`config.mk`:
```
export PLATFORM = sky130hd
export DESIGN_NAME = qspi_latency_line
export DESIGN_NICKNAME = d
export VERILOG_FILES = /design/src/rtl/qspi_lat_pkg.sv /design/src/rtl/qspi_lat_chan.sv /design/src/rtl/qspi_latency_line.sv
export SDC_FILE = /design/constraint.sdc
export NUM_CORES = 1
export LEC_CHECK = 0
export BUFFER_PORTS_ARGS = -buffer_cell sky130_fd_sc_hd__buf_2
export CORE_MARGIN = 3
export CORE_UTILIZATION = 45
export DETAILED_ROUTE_END_ITERATION = 10
export GPL_TIMING_DRIVEN = 0
export PLACE_DENSITY_LB_ADDON = 0.05
export SYNTH_ARGS = -nofsm -noshare
export SYNTH_HDL_FRONTEND = slang
export SYNTH_SLANG_ARGS = --single-unit
```
`constraint.sdc`:
```
create_clock -name clk -period 4.95 [get_ports clk]
set_clock_uncertainty 0.05 [all_clocks]
set_input_delay 0.495 -clock clk [delete_from_list [all_inputs] [get_ports clk]]
set_output_delay 0.495 -clock clk [all_outputs]
set_load 0.005 [all_outputs]
```
`src/rtl/qspi_lat_pkg.sv`:
```
// Shared definitions for the QSPI read-data latency line.
//   DefDataW / DefMaxLat : default lane width and deepest delay
//   chan_state_e         : per-channel config state (run / reload pending)
//   clamp_lat()          : limits a requested latency to the supported maximum
package qspi_lat_pkg;

  localparam int unsigned DefDataW  = 4;
  localparam int unsigned DefMaxLat = 5;

  typedef enum logic [0:0] {
    CH_RUN,
    CH_PEND
  } chan_state_e;

  function automatic int unsigned clamp_lat(input int unsigned req, input int unsigned max_lat);
    return (req > max_lat) ? max_lat : req;
  endfunction

endpackage

```
`src/rtl/qspi_lat_chan.sv`:
```
// One channel of the QSPI latency line: MAX_LAT-deep {valid,data} shift register, a runtime
// selectable tap, an occupancy counter and a reload FSM that only switches latency once the
// channel has drained, so no beat is ever duplicated or dropped.
// Optional feature macro: QSPI_LAT_HOLD_EN (out_data_o holds the last valid beat while idle).
// Ports:
//   clk_i, rst_i  : clock, asynchronous active-high reset
//   in_data_i     : lane data          in_valid_i : lane qualifier
//   cfg_lat_i     : requested latency  cfg_load_i : request strobe
//   out_data_o    : delayed data       out_valid_o: delayed qualifier
//   lat_cur_o     : latency in force   cfg_pend_o : reload waiting for drain
//   cfg_err_o     : sticky over-range request flag
module qspi_lat_chan
  import qspi_lat_pkg::*;
#(
  parameter  int unsigned DATA_W    = DefDataW,
  parameter  int unsigned MAX_LAT   = DefMaxLat,
  parameter  int unsigned RESET_LAT = 1,
  localparam int unsigned LAT_W     = $clog2(MAX_LAT + 1)
) (
  input  logic              clk_i,
  input  logic              rst_i,
  input  logic [DATA_W-1:0] in_data_i,
  input  logic              in_valid_i,
  input  logic [LAT_W-1:0]  cfg_lat_i,
  input  logic              cfg_load_i,
  output logic [DATA_W-1:0] out_data_o,
  output logic              out_valid_o,
  output logic [LAT_W-1:0]  lat_cur_o,
  output logic              cfg_pend_o,
  output logic              cfg_err_o
);

  logic [MAX_LAT-1:0] stage_v_q;
  logic [DATA_W-1:0]  stage_d_q [MAX_LAT];
  logic [LAT_W-1:0]   lat_q, lat_d;
  logic [LAT_W-1:0]   pend_lat_q, pend_lat_d;
  logic [LAT_W-1:0]   occ_q, occ_d;
  chan_state_e        state_q, state_d;
  logic               err_q, err_d;

  logic               tap_v;
  logic [DATA_W-1:0]  tap_d;
  logic [LAT_W-1:0]   req_lat;
  logic               req_over;
  logic               drained;
  logic               occ_inc, occ_dec;

  // Tap select; latency 0 bypasses the register chain entirely.
  always_comb begin
    tap_v = in_valid_i;
    tap_d = in_data_i;
    for (int k = 0; k < MAX_LAT; k++) begin
      if (lat_q == LAT_W'(k + 1)) begin
        tap_v = stage_v_q[k];
        tap_d = stage_d_q[k];
      end
    end
  end

  // Valid bits are killed once a beat has passed the tap, so a later latency increase cannot
  // re-present a beat that already left. Data keeps shifting unconditionally.
  always_ff @(posedge clk_i or posedge rst_i) begin
    if (rst_i) begin
      stage_v_q <= '0;
      for (int k = 0; k < MAX_LAT; k++) stage_d_q[k] <= '0;
    end else begin
      stage_v_q[0] <= in_valid_i && (lat_q != '0);
      stage_d_q[0] <= in_data_i;
      for (int k = 1; k < MAX_LAT; k++) begin
        stage_v_q[k] <= stage_v_q[k-1] && (LAT_W'(k) < lat_q);
        stage_d_q[k] <= stage_d_q[k-1];
      end
    end
  end

  // occ counts valid beats between the input and the tap (inclusive).
  always_comb begin
    occ_inc = in_valid_i && (lat_q != '0);
    occ_dec = tap_v && (lat_q != '0);
    occ_d   = occ_q;
    if (occ_inc && !occ_dec && (occ_q != LAT_W'(MAX_LAT))) begin
      occ_d = occ_q + LAT_W'(1);
    end else if (occ_dec && !occ_inc && (occ_q != '0)) begin
      occ_d = occ_q - LAT_W'(1);
    end
  end

  assign req_lat  = LAT_W'(clamp_lat(32'(cfg_lat_i), MAX_LAT));
  assign req_over = 32'(cfg_lat_i) > MAX_LAT;
  assign drained  = (occ_q == '0) && !in_valid_i;

  always_comb begin
    state_d    = state_q;
    lat_d      = lat_q;
    pend_lat_d = pend_lat_q;
    err_d      = err_q || (cfg_load_i && req_over);
    case (state_q)
      CH_RUN: begin
        if (cfg_load_i) begin
          if (drained) begin
            lat_d = req_lat;
          end else begin
            pend_lat_d = req_lat;
            state_d    = CH_PEND;
          end
        end
      end
      CH_PEND: begin
        if (drained) begin
          lat_d   = cfg_load_i ? req_lat : pend_lat_q;
          state_d = CH_RUN;
        end else if (cfg_load_i) begin
          pend_lat_d = req_lat;
        end
      end
      default: state_d = CH_RUN;
    endcase
  end

  always_ff @(posedge clk_i or posedge rst_i) begin
    if (rst_i) begin
      state_q    <= CH_RUN;
      lat_q      <= LAT_W'(RESET_LAT);
      pend_lat_q <= '0;
      occ_q      <= '0;
      err_q      <= 1'b0;
    end else begin
      state_q    <= state_d;
      lat_q      <= lat_d;
      pend_lat_q <= pend_lat_d;
      occ_q      <= occ_d;
      err_q      <= err_d;
    end
  end

`ifdef QSPI_LAT_HOLD_EN
  logic [DATA_W-1:0] hold_q;

  always_ff @(posedge clk_i or posedge rst_i) begin
    if (rst_i) begin
      hold_q <= '0;
    end else if (tap_v) begin
      hold_q <= tap_d;
    end
  end

  assign out_data_o = tap_v ? tap_d : hold_q;
`else
  assign out_data_o = tap_d;
`endif

  assign out_valid_o = tap_v;
  assign lat_cur_o   = lat_q;
  assign cfg_pend_o  = (state_q == CH_PEND);
  assign cfg_err_o   = err_q;

endmodule

```
`src/rtl/qspi_latency_line.sv`:
```
// Runtime-configurable read-data latency model for the QSPI PMOD path: NUM_CH independent
// lanes, each delayed by 0..MAX_LAT clk cycles with valid tracking and safe latency reload.
// Optional feature macro: QSPI_LAT_HOLD_EN (see qspi_lat_chan).
// Ports (channel c occupies slice c of each packed vector):
//   clk, rst   : clock, asynchronous active-high reset
//   in_data    : NUM_CH*DATA_W lane data    in_valid : per-channel qualifier
//   cfg_lat    : NUM_CH*LAT_W requests      cfg_load : per-channel request strobe
//   out_data   : delayed data               out_valid: delayed qualifier
//   lat_cur    : latency in force           cfg_pend : reload waiting for drain
//   cfg_err    : sticky over-range flag
module qspi_latency_line
  import qspi_lat_pkg::*;
#(
  parameter  int unsigned DATA_W    = DefDataW,
  parameter  int unsigned MAX_LAT   = DefMaxLat,
  parameter  int unsigned NUM_CH    = 1,
  parameter  int unsigned RESET_LAT = 1,
  localparam int unsigned LAT_W     = $clog2(MAX_LAT + 1)
) (
  input  logic                     clk,
  input  logic                     rst,
  input  logic [NUM_CH*DATA_W-1:0] in_data,
  input  logic [NUM_CH-1:0]        in_valid,
  input  logic [NUM_CH*LAT_W-1:0]  cfg_lat,
  input  logic [NUM_CH-1:0]        cfg_load,
  output logic [NUM_CH*DATA_W-1:0] out_data,
  output logic [NUM_CH-1:0]        out_valid,
  output logic [NUM_CH*LAT_W-1:0]  lat_cur,
  output logic [NUM_CH-1:0]        cfg_pend,
  output logic [NUM_CH-1:0]        cfg_err
);

  for (genvar c = 0; c < NUM_CH; c++) begin : g_chan
    qspi_lat_chan #(
      .DATA_W   (DATA_W),
      .MAX_LAT  (MAX_LAT),
      .RESET_LAT(RESET_LAT)
    ) u_chan (
      .clk_i      (clk),
      .rst_i      (rst),
      .in_data_i  (in_data[c*DATA_W +: DATA_W]),
      .in_valid_i (in_valid[c]),
      .cfg_lat_i  (cfg_lat[c*LAT_W +: LAT_W]),
      .cfg_load_i (cfg_load[c]),
      .out_data_o (out_data[c*DATA_W +: DATA_W]),
      .out_valid_o(out_valid[c]),
      .lat_cur_o  (lat_cur[c*LAT_W +: LAT_W]),
      .cfg_pend_o (cfg_pend[c]),
      .cfg_err_o  (cfg_err[c])
    );
  end

endmodule

```
* Word-level counts from Yosys, hierarchy flattened
Index checks and enable logic that the tools add are counted.
Operators by class: $lt $le $gt $ge 5, mux-type cells 25, add/subtract/negate cells 2, bitwise operators 1, reduce and logical (&&, ||, !) cells 22, eq/ne operators 11
Operators by type and width (number):
- 2-to-1 mux 3 bit | 10
- 2-to-1 mux 4 bit | 5
- logical AND 1 bit | 12
- case mux 3 bit (2 select lines) | 2
- inequality test 2 bit, second input constant | 4
- 2-to-1 mux 1 bit | 7
- equality test 3 x 2 -> 1 bit, second input constant | 2
- equality test 3 bit, second input constant | 2
- less-than comparator 2 x 3 -> 1 bit, first input constant | 2
- AND reduction 3 bit | 2
- nonzero test 3 bit | 2
- adder 3 x 1 -> 3 bit, second input constant | 1
- equality test 3 x 1 -> 1 bit, second input constant | 1
- greater-than comparator 3 bit, second input constant | 1
- logical NOT 1 bit | 3
- logical NOT 3 bit | 1
- less-than comparator 1 x 3 -> 1 bit, first input constant | 1
- less-than comparator 3 bit, first input constant | 1
- inequality test 3 bit, second input constant | 1
- subtractor 3 x 1 -> 3 bit, second input constant | 1
- inequality test 2 x 1 -> 1 bit, second input constant | 1
- case mux 1 bit (2 select lines) | 1
- nonzero test 2 bit | 1
- logical OR 1 bit | 1
- NOT 1 bit | 1
Storage, ports and cells: input bits 11, output and inout bits 10, flip-flop bits (word level) 36

* Logic depth before layout (Yosys ltp)
depth in word-level cells 11, depth in mapped cells 8

* Least setup slack after synthesis
No wires, ideal clock.
kind register to register, start register g_chan[0].u_chan.lat_q[2], end register g_chan[0].u_chan.occ_q[2], cell stages (with the launch flop) 9, arrival time 2.678 ns, data required time 4.821 ns, clock period less this slack 2.808 ns, setup time 0.079 ns, path slack 2.142 ns, path buffers 1, cells stage by stage dfrtp_1 -> buf_6 -> mux2_1 -> mux4_2 -> nand2b_1 -> fa_1 -> or4_1 -> mux2i_1 -> xor2_1
On the way: cells in the longest elaborated chain, start to end 11
RTL lines:
- from (decl) | line qspi_lat_chan.sv:35 | logic [LAT_W-1:0] lat_q, lat_d;
- from (signal assigned) | line qspi_lat_chan.sv:123 | lat_q <= LAT_W'(RESET_LAT);
- from (signal assigned) | line qspi_lat_chan.sv:129 | lat_q <= lat_d;
- equality test 3 x 1 -> 1 bit | line qspi_lat_chan.sv:53 | if (lat_q == LAT_W'(k + 1)) begin
- 2-to-1 mux 1 bit (4 in a row) | line qspi_lat_chan.sv:53
- 2-to-1 mux 1 bit * | line qspi_lat_chan.sv:53
- via out_valid | line qspi_latency_line.sv:27 | output logic [NUM_CH-1:0] out_valid,
- logical AND 1 bit * | line qspi_lat_chan.sv:79 | occ_dec = tap_v && (lat_q != '0);
- logical NOT 1 bit | line qspi_lat_chan.sv:81 | if (occ_inc && !occ_dec && (occ_q != LAT_W'(MAX_LAT))) begin
- logical AND 1 bit (2 in a row) | line qspi_lat_chan.sv:81
- 2-to-1 mux 3 bit or nonzero test 2 bit (tied branches)
- to (signal assigned) | line qspi_lat_chan.sv:125 | occ_q <= '0;
- to (signal assigned) | line qspi_lat_chan.sv:131 | occ_q <= occ_d;
- to (decl) | line qspi_lat_chan.sv:37 | logic [LAT_W-1:0] occ_q, occ_d;
Mark *: on every way through the listed nets, which the timed path passes. The rest lies on a longest branch. A chain may end at the register's enable or synchronous reset.

* Worst setup path after layout
start register g_chan[0].u_chan.lat_q[2], end register g_chan[0].u_chan.occ_q[2]
On the way: cells in the longest elaborated chain, start to end 11
RTL lines (line):
- equality test 3 x 1 -> 1 bit | qspi_lat_chan.sv:53
- 2-to-1 mux 1 bit (5 in a row) | qspi_lat_chan.sv:53
- logical AND 1 bit | qspi_lat_chan.sv:79
- logical NOT 1 bit | qspi_lat_chan.sv:81
- logical AND 1 bit (2 in a row) | qspi_lat_chan.sv:81
- 2-to-1 mux 3 bit or nonzero test 2 bit (tied branches)
Parallel ways exist; a longest one is shown, timed or not.

==> impl_summary.log <==
[metrics] status: complete, no violations
[metrics] die footprint: 0.00430 sq mm
[metrics] Starting Density: 0.472
[metrics] Finish-stage setup viols: 0
[metrics] Period minus WS final: 2.91 ns
[metrics] CTS max path bufs: 2
[metrics] library cell with the largest summed area after synthesis: dfrtp_1
[metrics] count leader, synth: dfrtp_1
[metrics] Final Slew Violations: 0
[metrics] area of the core: 0.00339 sq mm
[metrics] Syn Std Cell Area: 0.00160 sq mm
[metrics] number of resized instances in the post-cts repair step: 0
[metrics] mean number of vias per cell: 5.21
[metrics] total inserted antenna cells: 0
[metrics] largest net degree at the start of global routing: 37
[metrics] worst vdd rail ir drop: 256 uV
[metrics] layout cell share with drive strength beyond 1: 0.219
[metrics] actual transition at the worst max-transition pin: 0.735 ns
[metrics] post-CTS setup repair buffer count: 0
[metrics] wire length reported by the detailed router: 2980 um
[metrics] FF+latch area: 902 sq um
[metrics] worst setup path category: register to register
[metrics] Port Buf Inserts: 19
[metrics] clk root buf: clkbuf_4
[metrics] Fill cells: 310
[metrics] count of buffering cells on the critical path with inverters included: 1
[metrics] crit path cell chain: buf_6 -> mux2_1 -> mux4_2 -> nand2b_1 -> fa_1 -> or4_1 -> mux2i_1 -> xor2_1
[metrics] number of remaining DRC errors: 0
[metrics] category of the worst setup path capture point: register
[metrics] top cell type's share of synthesized area: 0.548
[metrics] standard cell with the maximum stage delay on the critical path: mux4_2
[metrics] number of warnings printed during yosys synthesis: 0
[metrics] total count of hold-check failures in the final report: 0
[metrics] IO Count: 21
[metrics] Max H-tree Level: 2
[metrics] NumNets Final: 171
[metrics] setup slack of the critical path after layout: 2.04 ns
[metrics] kind of cell with the highest combined delay on the critical path: multiplexers
[metrics] reg-to-reg slack, setup: 2.04 ns
[metrics] total power density per cell area: 574 mW/mm^2
[metrics] first-pass iteration count of the detailed router: 4
[metrics] Crit Reg-Reg Startpoint: g_chan[0].u_chan.lat_cur_o[2]
[metrics] Mean Syn Cell Area: 12.0 sq um
[metrics] worst-skew pair later-pin latency: 0.33 ns
[metrics] max_cap viols: 0
[metrics] number of clock buffers inserted by TritonCTS: 5
[metrics] antenna violations before repair: 0
[metrics] Post-DP HPWL: 2080 um
[metrics] crit path launch type: register
[metrics] setup repair after global routing missed its margin: false
[metrics] overall fraction of global-route tracks in use: 0.161
[metrics] global-route congestion overflow total: 0
[metrics] most common flop cell mapped by yosys: dfrtp_1
[metrics] total of flip-flops plus latches after synthesis: 36
[metrics] Num Clock Sinks: 36
[metrics] post-route antenna net violation count: 0
[metrics] number of cell rows: 21
[metrics] clock transition at the registers of the reported paths: 0.10 ns
[metrics] number of flops mapped to enable cells by yosys: 0
[metrics] area delta synth->final: 13.4%
[metrics] first-pass GRT wire length: 5160 um
[metrics] proportion of register bits with asynchronous set or reset after synthesis: 1.00
[metrics] data required time at the worst endpoint: 5.16 ns
[metrics] most instantiated cells after synthesis: 35 x dfrtp_1, 8 x nor2_1, 7 x a21oi_1, 7 x nand2b_1
[metrics] critical path fanouts, max: 9
[metrics] detail-routed net length per standard cell: 14.5 um
[metrics] distinct cell type count after synthesis: 39
[metrics] placer congestion estimate: 0.786
[metrics] leading post-synthesis cells by cell area: dfrtp_1 55%, mux2i_1 3.1%, mux2_1 2.8%
[metrics] Final TNS setup: 0 ns
[metrics] Die Wd: 65.6 um
[metrics] Max-slew headroom: 0.509
[metrics] vias in the first global route: 1,139
[metrics] fraction of the yosys area taken by sequential cells: 0.564
[metrics] Setup crit start: g_chan[0].u_chan.lat_cur_o[2]
[metrics] critical path arrival: 3.12 ns
[metrics] crit share post-route: 0.589
[metrics] fmax: 343 MHz
[metrics] area taken by multi-input logic gates: 659 sq um
[metrics] Post-Syn Instances: 133
[metrics] TritonCTS clock tree: done
[metrics] number of vias in the routed layout: 1,073
[metrics] Max stage delay on crit path: 0.52 ns
[metrics] type of the most critical hold path: input pin to asynchronous set/reset pin
[metrics] number of DRC violations after detailed-routing iteration 0: 32
[metrics] DIE HEIGHT: 65.6 um
[metrics] cts-stage hold buffer count: 0
[metrics] leakage power of the design: 0.000795 uW
[metrics] pre-CTS setup slack: 1.94 ns
[metrics] synthesized net count: 145
==> area by class of cell <==
type	count	area share
Buffer	7	0.0186
Clock buffer	6	0.0283
Clock inverter	2	0.00552
Inverter	1	0.00207
Multi-Input combinational cell	89	0.364
Sequential cell	36	0.498
Tap cell	46	0.0317
Timing Repair Buffer	19	0.0524
==> sequential cells by signal, summed over array words and instances (netlist names) <==
signal and cells:
g_chan.u_chan.stage_d_q 20, g_chan.u_chan.occ_q 3, g_chan.u_chan.stage_v_q 5, g_chan.u_chan.cfg_pend_o 1
g_chan.u_chan.pend_lat_q 3, g_chan.u_chan.lat_cur_o 3, g_chan.u_chan.cfg_err_o 1
==> per-layer routing <==
layer / share of wire / wire length, um / global-route usage
met1: 0.49 / 1470 / 0.204
met2: 0.47 / 1390 / 0.258
met3: 0.034 / 101 / 0.0479
met4: 0.0064 / 19 / 0.0622
met5: 0 / 0 / 0
==> stage by stage <==
step,hold slack [ns],area [sq um],utilization,power [uW],std cells
finish,0.230,1810,0.535,1040,206
global route,0.224,1810,0.535,1130,206
CTS,0.232,1810,0.535,1050,206
detailed placement,0.304,1750,0.517,890,198
global placement,0.298,1750,0.517,874,198
floorplan,0.296,1600,-,747,133
==> path summary, 6_finish.rpt <==
path                                                        to  depth (start not counted)
min in group clk                g_chan[0].u_chan.stage_d_q[17]                          1
worst max register to register       g_chan[0].u_chan.occ_q[2]                          8
worst max-delay path                 g_chan[0].u_chan.occ_q[2]                          8
max in group asynchronous        g_chan[0].u_chan.stage_v_q[0]                          2
worst min-delay path            g_chan[0].u_chan.stage_d_q[11]                          2
worst min register to register   g_chan[0].u_chan.stage_d_q[4]                          0
==> report_power, final <==
| part | switching (uW) | total [uW] | internal (uW) |
|---|---|---|---|
| Sequential | 57.9 | 411 | 353 |
| Combinational | 234 | 469 | 235 |
| Clock | 93.6 | 161 | 67.6 |
==> cell usage in the layout, fill, tap and decap left out, types with 2 or more instances in the layout <==
cell type,instances
dfrtp_1,35
buf_2,19
nor2_1,8
a21oi_1,7
nand2b_1,7
clkbuf_1,6
and2_1,6
nand3b_1,5
mux2i_1,5
clkbuf_4,5
a22o_1,4
o31ai_1,4
o221ai_1,4
mux2_1,4
nand2_1,4
nor3_1,3
or4_1,2
nor3b_1,2
o22a_1,2
nor2b_1,2
o21ai_0,2
nand3_1,2
clkinv_2,2
==> cell families (layout without fill, tap and decap cells) <==
group                    after synthesis  after routing  synth area share
AND/OR/NAND/NOR                       43             43             0.153
flip-flops                            36             36             0.564
AO/OA/AOI/OAI                         30             30             0.137
multiplexers                          13             13            0.0986
buffers and inverters                  8             35            0.0235
XOR/XNOR                               2              2            0.0110
adder cells (fa/ha/maj)                1              1            0.0125
Power figures use the tool's default switching activity.
